File: src/rtl/reg_writeback_ctrl_pkg.sv
// rtl/reg_writeback_ctrl_pkg.sv - shared types and codes for the register writeback controller
// Purpose: FSM state encoding, retire source codes and load funct3 codes.
// Ports: none (package).
package reg_writeback_ctrl_pkg;

  typedef enum logic {
    IDLE     = 1'b0,
    WAIT_MEM = 1'b1
  } state_t;

  localparam logic [1:0] SRC_ALU  = 2'b00;
  localparam logic [1:0] SRC_LOAD = 2'b01;
  localparam logic [1:0] SRC_PC4  = 2'b10;
  localparam logic [1:0] SRC_NONE = 2'b11;

  localparam logic [2:0] F3_LB  = 3'b000;
  localparam logic [2:0] F3_LH  = 3'b001;
  localparam logic [2:0] F3_LW  = 3'b010;
  localparam logic [2:0] F3_LBU = 3'b100;
  localparam logic [2:0] F3_LHU = 3'b101;

endpackage

File: src/rtl/reg_writeback_ctrl_if.sv
// rtl/reg_writeback_ctrl_if.sv - retire request and data-memory return bundle
// Purpose: groups the retire handshake and the load-return signals.
// Ports (master drives / slave receives):
//   req_valid, req_rd, req_src, req_funct3, req_alu, req_pc4, req_addr_lo,
//   mem_rvalid, mem_rdata : master -> slave
//   req_ready             : slave -> master
interface reg_writeback_ctrl_if;
  import reg_writeback_ctrl_pkg::*;

  logic        req_valid;
  logic        req_ready;
  logic [4:0]  req_rd;
  logic [1:0]  req_src;
  logic [2:0]  req_funct3;
  logic [31:0] req_alu;
  logic [31:0] req_pc4;
  logic [1:0]  req_addr_lo;
  logic        mem_rvalid;
  logic [31:0] mem_rdata;

  modport master (
    output req_valid, req_rd, req_src, req_funct3, req_alu, req_pc4, req_addr_lo,
    output mem_rvalid, mem_rdata,
    input  req_ready
  );

  modport slave (
    input  req_valid, req_rd, req_src, req_funct3, req_alu, req_pc4, req_addr_lo,
    input  mem_rvalid, mem_rdata,
    output req_ready
  );
endinterface

File: src/rtl/reg_writeback_ctrl_load_extend.sv
// rtl/reg_writeback_ctrl_load_extend.sv - load byte/half selection and sign/zero extension
// Purpose: picks the addressed byte/halfword out of an aligned load word and extends it.
// Ports: funct3 (in 3), addr_lo (in 2), rdata (in 32), data (out 32).
module load_extend
  import reg_writeback_ctrl_pkg::*;
(
  input  logic [2:0]  funct3,
  input  logic [1:0]  addr_lo,
  input  logic [31:0] rdata,
  output logic [31:0] data
);

  logic [7:0]  byte_sel;
  logic [15:0] half_sel;

  always_comb begin
    byte_sel = rdata[7:0];
    case (addr_lo)
      2'd1:    byte_sel = rdata[15:8];
      2'd2:    byte_sel = rdata[23:16];
      2'd3:    byte_sel = rdata[31:24];
      default: byte_sel = rdata[7:0];
    endcase
    // Halfword loads are assumed aligned, so only addr_lo[1] selects.
    half_sel = addr_lo[1] ? rdata[31:16] : rdata[15:0];

    data = rdata;
    case (funct3)
      F3_LB:   data = {{24{byte_sel[7]}}, byte_sel};
      F3_LH:   data = {{16{half_sel[15]}}, half_sel};
      F3_LBU:  data = {24'd0, byte_sel};
      F3_LHU:  data = {16'd0, half_sel};
      default: data = rdata;
    endcase
  end

endmodule

File: src/rtl/reg_writeback_ctrl.sv
// rtl/reg_writeback_ctrl.sv - register-file write sequencer with load tracking and hazard flag
// Purpose: retires ALU/PC+4/load results onto the register-file write port one
//   registered cycle later, waits for one outstanding load with a timeout, and
//   flags read-after-load hazards for decode.
// Ports: clk, rst (sync active-low); bus (reg_writeback_ctrl_if.slave);
//   rd_a1, rd_a2 (in 5); hazard (out); rf_we, rf_a3, rf_wd3 (write port);
//   load_err (out, one-cycle pulse).
// Config: WB_BYPASS_EN adds byp1_hit, byp2_hit, byp_data.
module reg_writeback_ctrl
  import reg_writeback_ctrl_pkg::*;
#(
  parameter int TIMEOUT = 16,
  parameter int CNT_W   = 5
) (
  input  logic                 clk,
  input  logic                 rst,
  reg_writeback_ctrl_if.slave  bus,
  input  logic [4:0]           rd_a1,
  input  logic [4:0]           rd_a2,
  output logic                 hazard,
  output logic                 rf_we,
  output logic [4:0]           rf_a3,
  output logic [31:0]          rf_wd3,
`ifdef WB_BYPASS_EN
  output logic                 byp1_hit,
  output logic                 byp2_hit,
  output logic [31:0]          byp_data,
`else
`endif
  output logic                 load_err
);

  state_t          state, state_nxt;
  logic [CNT_W-1:0] cnt;
  logic [4:0]      pend_rd;
  logic [2:0]      pend_f3;
  logic [1:0]      pend_lo;
  logic [31:0]     ext_data;
  logic            accept;
  logic            timeout_hit;
  logic            we_nxt, err_nxt;
  logic [4:0]      a3_nxt;
  logic [31:0]     wd_nxt;

  load_extend u_load_extend (
    .funct3  (pend_f3),
    .addr_lo (pend_lo),
    .rdata   (bus.mem_rdata),
    .data    (ext_data)
  );

  assign bus.req_ready = (state == IDLE) & rst;
  assign accept        = bus.req_valid & bus.req_ready;
  assign timeout_hit   = (cnt == CNT_W'(TIMEOUT - 1));

  assign hazard = rst & (state == WAIT_MEM) & (pend_rd != 5'd0) &
                  ((rd_a1 == pend_rd) | (rd_a2 == pend_rd));

`ifdef WB_BYPASS_EN
  assign byp1_hit = rf_we & (rf_a3 != 5'd0) & (rf_a3 == rd_a1);
  assign byp2_hit = rf_we & (rf_a3 != 5'd0) & (rf_a3 == rd_a2);
  assign byp_data = rf_wd3;
`else
`endif

  always_ff @(posedge clk) begin
    if (!rst) state <= IDLE;
    else      state <= state_nxt;
  end

  always_comb begin
    state_nxt = state;
    we_nxt    = 1'b0;
    err_nxt   = 1'b0;
    a3_nxt    = bus.req_rd;
    wd_nxt    = bus.req_alu;
    case (state)
      IDLE: begin
        if (accept) begin
          case (bus.req_src)
            SRC_ALU:  we_nxt = (bus.req_rd != 5'd0);
            SRC_PC4: begin
              we_nxt = (bus.req_rd != 5'd0);
              wd_nxt = bus.req_pc4;
            end
            SRC_LOAD: state_nxt = WAIT_MEM;
            default:  ;
          endcase
        end
      end
      WAIT_MEM: begin
        // A return on the final timeout cycle still counts as a hit.
        if (bus.mem_rvalid) begin
          we_nxt    = (pend_rd != 5'd0);
          a3_nxt    = pend_rd;
          wd_nxt    = ext_data;
          state_nxt = IDLE;
        end else if (timeout_hit) begin
          err_nxt   = 1'b1;
          state_nxt = IDLE;
        end
      end
      default: state_nxt = IDLE;
    endcase
  end

  always_ff @(posedge clk) begin
    if (!rst) begin
      rf_we    <= 1'b0;
      rf_a3    <= 5'd0;
      rf_wd3   <= 32'd0;
      load_err <= 1'b0;
      cnt      <= '0;
      pend_rd  <= 5'd0;
      pend_f3  <= 3'd0;
      pend_lo  <= 2'd0;
    end else begin
      rf_we    <= we_nxt;
      load_err <= err_nxt;
      if (we_nxt) begin
        rf_a3  <= a3_nxt;
        rf_wd3 <= wd_nxt;
      end
      if (accept && bus.req_src == SRC_LOAD) begin
        pend_rd <= bus.req_rd;
        pend_f3 <= bus.req_funct3;
        pend_lo <= bus.req_addr_lo;
        cnt     <= '0;
      end else if (state == WAIT_MEM) begin
        cnt <= cnt + 1'b1;
      end
    end
  end

endmodule

File: src/flat_wrapper.sv
// flat-port wrapper written by rule: the top's interface ports become plain ports
module reg_writeback_ctrl_flat import reg_writeback_ctrl_pkg::*;
#(
  parameter int TIMEOUT = 16,
  parameter int CNT_W   = 5
)
  (clk, rst, rd_a1, rd_a2, hazard, rf_we, rf_a3, rf_wd3, load_err, bus_req_valid, bus_req_rd, bus_req_src, bus_req_funct3, bus_req_alu, bus_req_pc4, bus_req_addr_lo, bus_mem_rvalid, bus_mem_rdata, bus_req_ready);
  reg_writeback_ctrl_if bus_i ();
  input  logic clk;
  input  logic rst;
  input  logic [4:0] rd_a1;
  input  logic [4:0] rd_a2;
  output logic hazard;
  output logic rf_we;
  output logic [4:0] rf_a3;
  output logic [31:0] rf_wd3;
  output logic load_err;
  input wire logic [$bits(bus_i.req_valid)-1:0] bus_req_valid;
  input wire logic [$bits(bus_i.req_rd)-1:0] bus_req_rd;
  input wire logic [$bits(bus_i.req_src)-1:0] bus_req_src;
  input wire logic [$bits(bus_i.req_funct3)-1:0] bus_req_funct3;
  input wire logic [$bits(bus_i.req_alu)-1:0] bus_req_alu;
  input wire logic [$bits(bus_i.req_pc4)-1:0] bus_req_pc4;
  input wire logic [$bits(bus_i.req_addr_lo)-1:0] bus_req_addr_lo;
  input wire logic [$bits(bus_i.mem_rvalid)-1:0] bus_mem_rvalid;
  input wire logic [$bits(bus_i.mem_rdata)-1:0] bus_mem_rdata;
  output wire logic [$bits(bus_i.req_ready)-1:0] bus_req_ready;
  assign bus_i.req_valid = bus_req_valid;
  assign bus_i.req_rd = bus_req_rd;
  assign bus_i.req_src = bus_req_src;
  assign bus_i.req_funct3 = bus_req_funct3;
  assign bus_i.req_alu = bus_req_alu;
  assign bus_i.req_pc4 = bus_req_pc4;
  assign bus_i.req_addr_lo = bus_req_addr_lo;
  assign bus_i.mem_rvalid = bus_mem_rvalid;
  assign bus_i.mem_rdata = bus_mem_rdata;
  assign bus_req_ready = bus_i.req_ready;
  reg_writeback_ctrl #(.TIMEOUT(TIMEOUT), .CNT_W(CNT_W)) u_core (.clk(clk), .rst(rst), .bus(bus_i), .rd_a1(rd_a1), .rd_a2(rd_a2), .hazard(hazard), .rf_we(rf_we), .rf_a3(rf_a3), .rf_wd3(rf_wd3), .load_err(load_err));
endmodule
File: config.mk
export PLATFORM = sky130hd
export DESIGN_NAME = reg_writeback_ctrl_flat
export DESIGN_NICKNAME = d
export VERILOG_FILES = /design/src/rtl/reg_writeback_ctrl_pkg.sv /design/src/rtl/reg_writeback_ctrl_if.sv /design/src/rtl/reg_writeback_ctrl_load_extend.sv /design/src/rtl/reg_writeback_ctrl.sv /design/src/flat_wrapper.sv
export SDC_FILE = /design/constraint.sdc
export NUM_CORES = 1
export LEC_CHECK = 0
export CAP_MARGIN = 20
export CORE_MARGIN = 1.5
export CORE_UTILIZATION = 43
export CTS_CLUSTER_DIAMETER = 60
export DETAILED_ROUTE_END_ITERATION = 12
export GPL_TIMING_DRIVEN = 1
export PLACE_DENSITY_LB_ADDON = 0.1
export SYNTH_ARGS = -nofsm -noshare
export SYNTH_HDL_FRONTEND = slang
export SYNTH_HIERARCHICAL = 1
export SYNTH_SLANG_ARGS = --single-unit
File: constraint.sdc
create_clock -name clk -period 3.15 [get_ports clk]
set_clock_uncertainty 0.1 [all_clocks]
set_input_delay 0.7875 -clock clk [delete_from_list [all_inputs] [get_ports clk]]
set_output_delay 0.7875 -clock clk [all_outputs]
set_load 0.01 [all_outputs]
======== Yosys cells after proc, flatten, opt, wreduce, memory -nomap -nowiden ========
Index checks and enable logic that the tools add are counted.
word-level totals
  output and inout bits ................... 41
  register bits after elaboration ......... 55
  input bits .............................. 122
  logic and storage cells ................. 56
cells by class
  multiplexer cells ....................... 19
  bitwise operators ....................... 8
  add/sub/neg operators ................... 1
  eq/ne operators ......................... 11
  reduce and logical (&&, ||, !) cells .... 8
operators by type and width
  kind                                                                    number
  32-bit case mux with 4 select lines                                     1
  32-bit two-way mux                                                      3
  32-bit case mux with 2 select lines                                     1
  8-bit case mux with 3 select lines                                      1
  16-bit two-way mux                                                      1
  5-bit equality test                                                     2
  5-bit two-way mux                                                       2
  5-bit nonzero test                                                      2
  1-bit two-way mux                                                       8
  2-bit equality test (second input constant)                             3
  3-bit equality test (second input constant)                             2
  5-bit by 1-bit adder with 5-bit output (second input constant)          1
  1-bit bitwise AND                                                       5
  5-bit by 4-bit equality test with 1-bit output (second input constant)  1
  2-bit by 1-bit equality test with 1-bit output (second input constant)  2
  1-bit case mux with 2 select lines                                      2
  2-bit OR reduction                                                      2
  3-bit by 1-bit equality test with 1-bit output (second input constant)  1
  3-bit logical NOT                                                       1
  3-bit OR reduction                                                      1
  2-bit logical NOT                                                       1
  1-bit inverter                                                          2
  1-bit logical AND                                                       1
  1-bit OR                                                                1

======== Depth between registers and ports, before layout ========
  depth after elaboration ................. 5
  depth in mapped cells ................... 10
  depth with buffers taken out ............ 7

======== Cells and area by module ========
Netlist, hierarchy kept.
modules (own cells, without submodules)
  module              cells each  seq. area each (µm²)  area each (µm²)  instances
  reg_writeback_ctrl  337         1101.1                3154.3           1
  load_extend         110         0.0                   649.4            1

======== Least setup slack after synthesis ========
No wires, ideal clock.
  kind .................................... input-to-reg
  start ................................... in bus_mem_rdata[31]
  end ..................................... reg u_core.rf_wd3[15]
  cell stages on the path ................. 9
  arrival time ............................ 2.241 ns
  setup time .............................. 0.117 ns
  required time ........................... 2.933 ns
  setup slack ............................. 0.691 ns
  path through ............................ mux4_2 -> nand3b_4 -> o41a_2 -> buf_6 -> buf_6 -> nand2_1 -> mux2i_1 -> nand2_1 -> a32o_1
between the ends
  cells in the longest elaborated chain, start to end .. 4
  elaborated cells on any way between the ends .. 5
RTL lines
  element                                                                          RTL line                                                                    source
  from (decl)                                                                      flat_wrapper.sv:26                                                          input wire logic [$bits(bus_i.mem_rdata)-1:0] bus_mem_rdata;
  8-bit case mux with 3 select lines / 16-bit two-way mux (equally long branches)  reg_writeback_ctrl_load_extend.sv:18, reg_writeback_ctrl_load_extend.sv:25
  32-bit case mux with 4 select lines *                                            reg_writeback_ctrl_load_extend.sv:28                                        case (funct3)
  named net u_core.ext_data[15]                                                    reg_writeback_ctrl.sv:38                                                    logic [31:0] ext_data;
  32-bit two-way mux *                                                             reg_writeback_ctrl.sv:93                                                    if (bus.mem_rvalid) begin
  32-bit case mux with 2 select lines *                                            reg_writeback_ctrl.sv:77                                                    case (state)
  to (signal assigned)                                                             reg_writeback_ctrl.sv:122                                                   rf_wd3 <= wd_nxt;
  to (decl)                                                                        reg_writeback_ctrl.sv:23                                                    output logic [31:0] rf_wd3,
The timed path passes the listed nets; every way through them passes the cells marked *.
A chain may end at the register's enable or synchronous reset.

======== Worst setup path after layout ========
  start ................................... in rd_a1[3]
  end ..................................... out hazard
between the ends
  cells in the longest elaborated chain, start to end .. 3
RTL lines
  element              RTL line                  source
  from (decl)          flat_wrapper.sv:11        input logic [4:0] rd_a1;
  5-bit equality test  reg_writeback_ctrl.sv:57  ((rd_a1 == pend_rd) | (rd_a2 == pend_rd));
  1-bit OR             reg_writeback_ctrl.sv:57
  1-bit bitwise AND    reg_writeback_ctrl.sv:56  assign hazard = rst & (state == WAIT_MEM) & (pend_rd != 5'd0) &
  to (decl)            flat_wrapper.sv:13        output logic hazard;
No other way between the ends.

==> flow_summary.toml <==
[run_status]
run_status = "complete, no violations"

[pwr]
power.density_cell_area_nw_per_um2 = 293.5
peakVddDrop_uv = 187.7
power.static_leakage_nw = 2.342
totalPowerFinal_mw = 1.641

[global_route]
grt_max_degree = 49
gr-usage-all-layers = 0.2512
grt_antenna_before_repair = 0
globalRoute.totalOverflow = 0
grt_pass1_wl_microns = 19570
grt_pass1_vias = 3999

[timing]
timing.final.ws_setup_ps = 197.6
period_minus_slack_ps = 2952
layout_worst_path_cycle_share = 0.9373
slew_viol_final = 0
totalNegativeSetupSlack_ps = 0
finalHoldWorstSlack_ps = 381.5
finalHoldViolations = 0
grt_setup_unrepaired = "false"
setup_violations = 0
slew_headroom = 0.5610
tightest_slew_ps = 657.2
fmax_mhz = 338.7

[detailed_routing]
remaining_antenna_violation_count_after_routing = 0
drt_pre_antenna_iters = 5
route.vias.total = 4027
wl_per_cell_microns = 17.38
final_wirelength_microns = 12190
detail_route.iter0.violations = 208
route.detailed.drc = 0
avgViaCountPerCell = 5.745

[critical_path]
timing.critical_path.to_type = "output pin"
r2r_setup_slack_ps = 650
crit_path_max_fo = 1
cp_data_arrival_time_ps = 2060
path_cells = "clkdlybuf4s50_1 -> xor2_1 -> nor3_1 -> nand3_1 -> a21oi_1 -> dlygate4sd2_1"
startpoint_type = "primary input"
critPathMaxStageDelay_ps = 410
cp_data_required_time_ps = 2260
reg2reg_depth = 7
rr_endpoint = "u_core/rf_wd3[4]"
cp_slowest_cell = "sky130_fd_sc_hd__clkdlybuf4s50_1"
r2r-start = "u_core/pend_f3[0]"
worstSetupPathType = "in2out"

[synth]
synth_async_sr_flop_share = 0
synthesis.area_per_instance_sq_um = 8.509
postSynthRegisterBits = 55
ys.flop_type = "sky130_fd_sc_hd__dfxtp_1"
post_synthesis_sequential_area_ratio = 0.2895
count_of_distinct_cell_types_in_the_synthesized_netlist = 46
post_synth_edffs = 0
summed_instance_area_of_the_synthesized_netlist_sq_um = 3804
ys_warn_count = 6
syn-num-nets = 571
synth_cells = 447

[place]
detailed_place.area_sq_um = 5494
number_of_port_buffers = 162
placed_instances = 693
gp_congestion = 0.9112
preCtsSetupSlack_ps = -69.03
place.detailed.hpwl_microns = 9195

[clock_tree]
clock_tree.root_cell = "sky130_fd_sc_hd__clkbuf_8"
cts_max_level = 2
clock_pin_slew_reported_for_the_worst_setup_and_hold_paths_after_clock_tree_synthesis_ps = 110
cts-buffers-inserted = 5
clk_latency_ps = 330
tritoncts_num_sinks = 55
cts_hold_buf = 0
tritoncts_clock_tree = "done"
max-clock-path-buffers = 2
post_cts_setup_repair_bufs = 0

[floorplan]
initial_core_util = 0.4405
row_count = 34
dieArea_sq_um = 9419
coreArea_sq_um = 8636
die_x_microns = 97.05
boundaryPins = 163
die-height_microns = 97.05

[cells_and_area]
layout-drive-gt1-share = 0.08263
antenna_cells = 0
utilization = 0.6473
syn_to_final_growth_pct = 46.97
stdcell_area_sq_um = 5590
layout.nets = 716
finish.cell_count_without_fillers = 701

[hold_path]
min-delay-start = "u_core/rf_wd3[12]"
worstHoldPathType = "reg2reg"
hold_path_endpoint = "u_core/rf_wd3[12]"
worstHoldPathCells = 1

[run]
timing.max_cap.violations = 0
==> cell usage after synthesis (2+ instances only) <==
library cell,number,area share
sky130_fd_sc_hd__a22o_1,7,0.016
sky130_fd_sc_hd__and3_1,36,0.059
sky130_fd_sc_hd__nand2_1,82,0.081
sky130_fd_sc_hd__nor2b_1,3,0.0049
sky130_fd_sc_hd__clkbuf_1,26,0.026
sky130_fd_sc_hd__nand3_1,4,0.0053
sky130_fd_sc_hd__buf_6,5,0.015
sky130_fd_sc_hd__mux2_2,8,0.024
sky130_fd_sc_hd__a22oi_1,13,0.026
sky130_fd_sc_hd__a211o_1,32,0.074
sky130_fd_sc_hd__nor3_1,12,0.016
sky130_fd_sc_hd__mux2i_1,44,0.12
sky130_fd_sc_hd__nor2_1,20,0.020
sky130_fd_sc_hd__buf_2,9,0.012
sky130_fd_sc_hd__a221oi_1,4,0.0092
sky130_fd_sc_hd__a32o_1,32,0.084
sky130_fd_sc_hd__or4_4,2,0.0059
sky130_fd_sc_hd__inv_1,3,0.0030
sky130_fd_sc_hd__xor2_1,8,0.018
sky130_fd_sc_hd__a21oi_1,3,0.0039
sky130_fd_sc_hd__dfxtp_1,55,0.29
sky130_fd_sc_hd__ha_1,2,0.0066
sky130_fd_sc_hd__and4b_1,2,0.0053
sky130_fd_sc_hd__xnor2_1,5,0.012
sky130_fd_sc_hd__o21ai_0,9,0.012
==> layer usage <==
metal	global-route usage	vias up	share of wire
met5	0	-	0
li1	-	1974	-
met2	0.4352	142	0.49
met4	0.06912	0	0.019
met3	0.05108	16	0.063
met1	0.3163	1895	0.43
==> cell type report <==
cell class,count,area (sq um)
clock inverters,3,28.78
clock buffers,5,68.82
inverters,4,15.01
multi-input cells,347,2485
well taps,108,135.1
repair buffers,179,1755
fillers,762,3045
flip-flops and latches,55,1102
==> layout by cell type (no fill, tap or decap), types with 2 or more instances in the layout <==
cell type                           n
sky130_fd_sc_hd__buf_4             16
sky130_fd_sc_hd__a32o_1            32
sky130_fd_sc_hd__nor2b_1            3
sky130_fd_sc_hd__and4b_1            2
sky130_fd_sc_hd__nand3_1            4
sky130_fd_sc_hd__nor3_1            12
sky130_fd_sc_hd__o21ai_0            9
sky130_fd_sc_hd__a221oi_1           4
sky130_fd_sc_hd__a22o_1             7
sky130_fd_sc_hd__a211o_1           32
sky130_fd_sc_hd__a21oi_1            3
sky130_fd_sc_hd__ha_1               2
sky130_fd_sc_hd__nor2_1            20
sky130_fd_sc_hd__clkinv_4           2
sky130_fd_sc_hd__a22oi_1           13
sky130_fd_sc_hd__and3_1            36
sky130_fd_sc_hd__mux2_2             8
sky130_fd_sc_hd__mux2i_1           44
sky130_fd_sc_hd__dfxtp_1           54
sky130_fd_sc_hd__nand2_1           82
sky130_fd_sc_hd__inv_1              3
sky130_fd_sc_hd__clkdlybuf4s50_1  160
sky130_fd_sc_hd__xor2_1             8
sky130_fd_sc_hd__xnor2_1            5
sky130_fd_sc_hd__or4_4              2
sky130_fd_sc_hd__clkbuf_8           5
==> cells by family after synthesis <==
logic type / Yosys count / synth area share
AOI/OAI and AO/OA: 111 / 0.2546
muxes: 53 / 0.1454
buffers and inverters: 45 / 0.05723
DFF: 55 / 0.2895
adders and majority gates: 2 / 0.006578
xor gates and xnor gates: 13 / 0.02993
and+or+nand+nor: 168 / 0.2168
==> sequential cells by signal (all words and copies together) (netlist names) <==
name / flops
u_core/cnt: 5
u_core/load_err: 1
u_core/pend_f3: 3
u_core/pend_lo: 2
u_core/pend_rd: 5
u_core/rf_a3: 5
u_core/rf_wd3: 32
u_core/rf_we: 1
u_core/state: 1
==> repair_timing <==
| action | 4_1_cts | 5_1_grt |
|---|---|---|
| hold endpoints to repair | 0 | 0 |
| gates resized for setup | 1 | 0 |
| setup endpoints to repair | 1 | 0 |
==> worst max-delay path by stage <==
| stage | startpoint | endpoint |
|---|---|---|
| CTS | rd_a2[1] | hazard |
| detailed placement | rd_a2[1] | hazard |
| floorplan | bus_mem_rdata[31] | u_core/rf_wd3[15] |
| global placement | rd_a1[3] | hazard |
| finish | rd_a1[3] | hazard |
| global route | rd_a2[1] | hazard |
==> critical path: cells and delay by family <==
kind                      cells  cell delay [ps]
xor gates and xnor gates      1              150
and+or+nand+nor               2              300
AOI/OAI and AO/OA             1              140
buffers and inverters         2              690
==> report_power, final <==
| group | total (mW) | internal (mW) | switching, mW |
|---|---|---|---|
| sequential | 0.737 | 0.719 | 0.0186 |
| clock | 0.434 | 0.166 | 0.269 |
| combinational | 0.469 | 0.280 | 0.189 |
(Power assumes the default switching activity.)
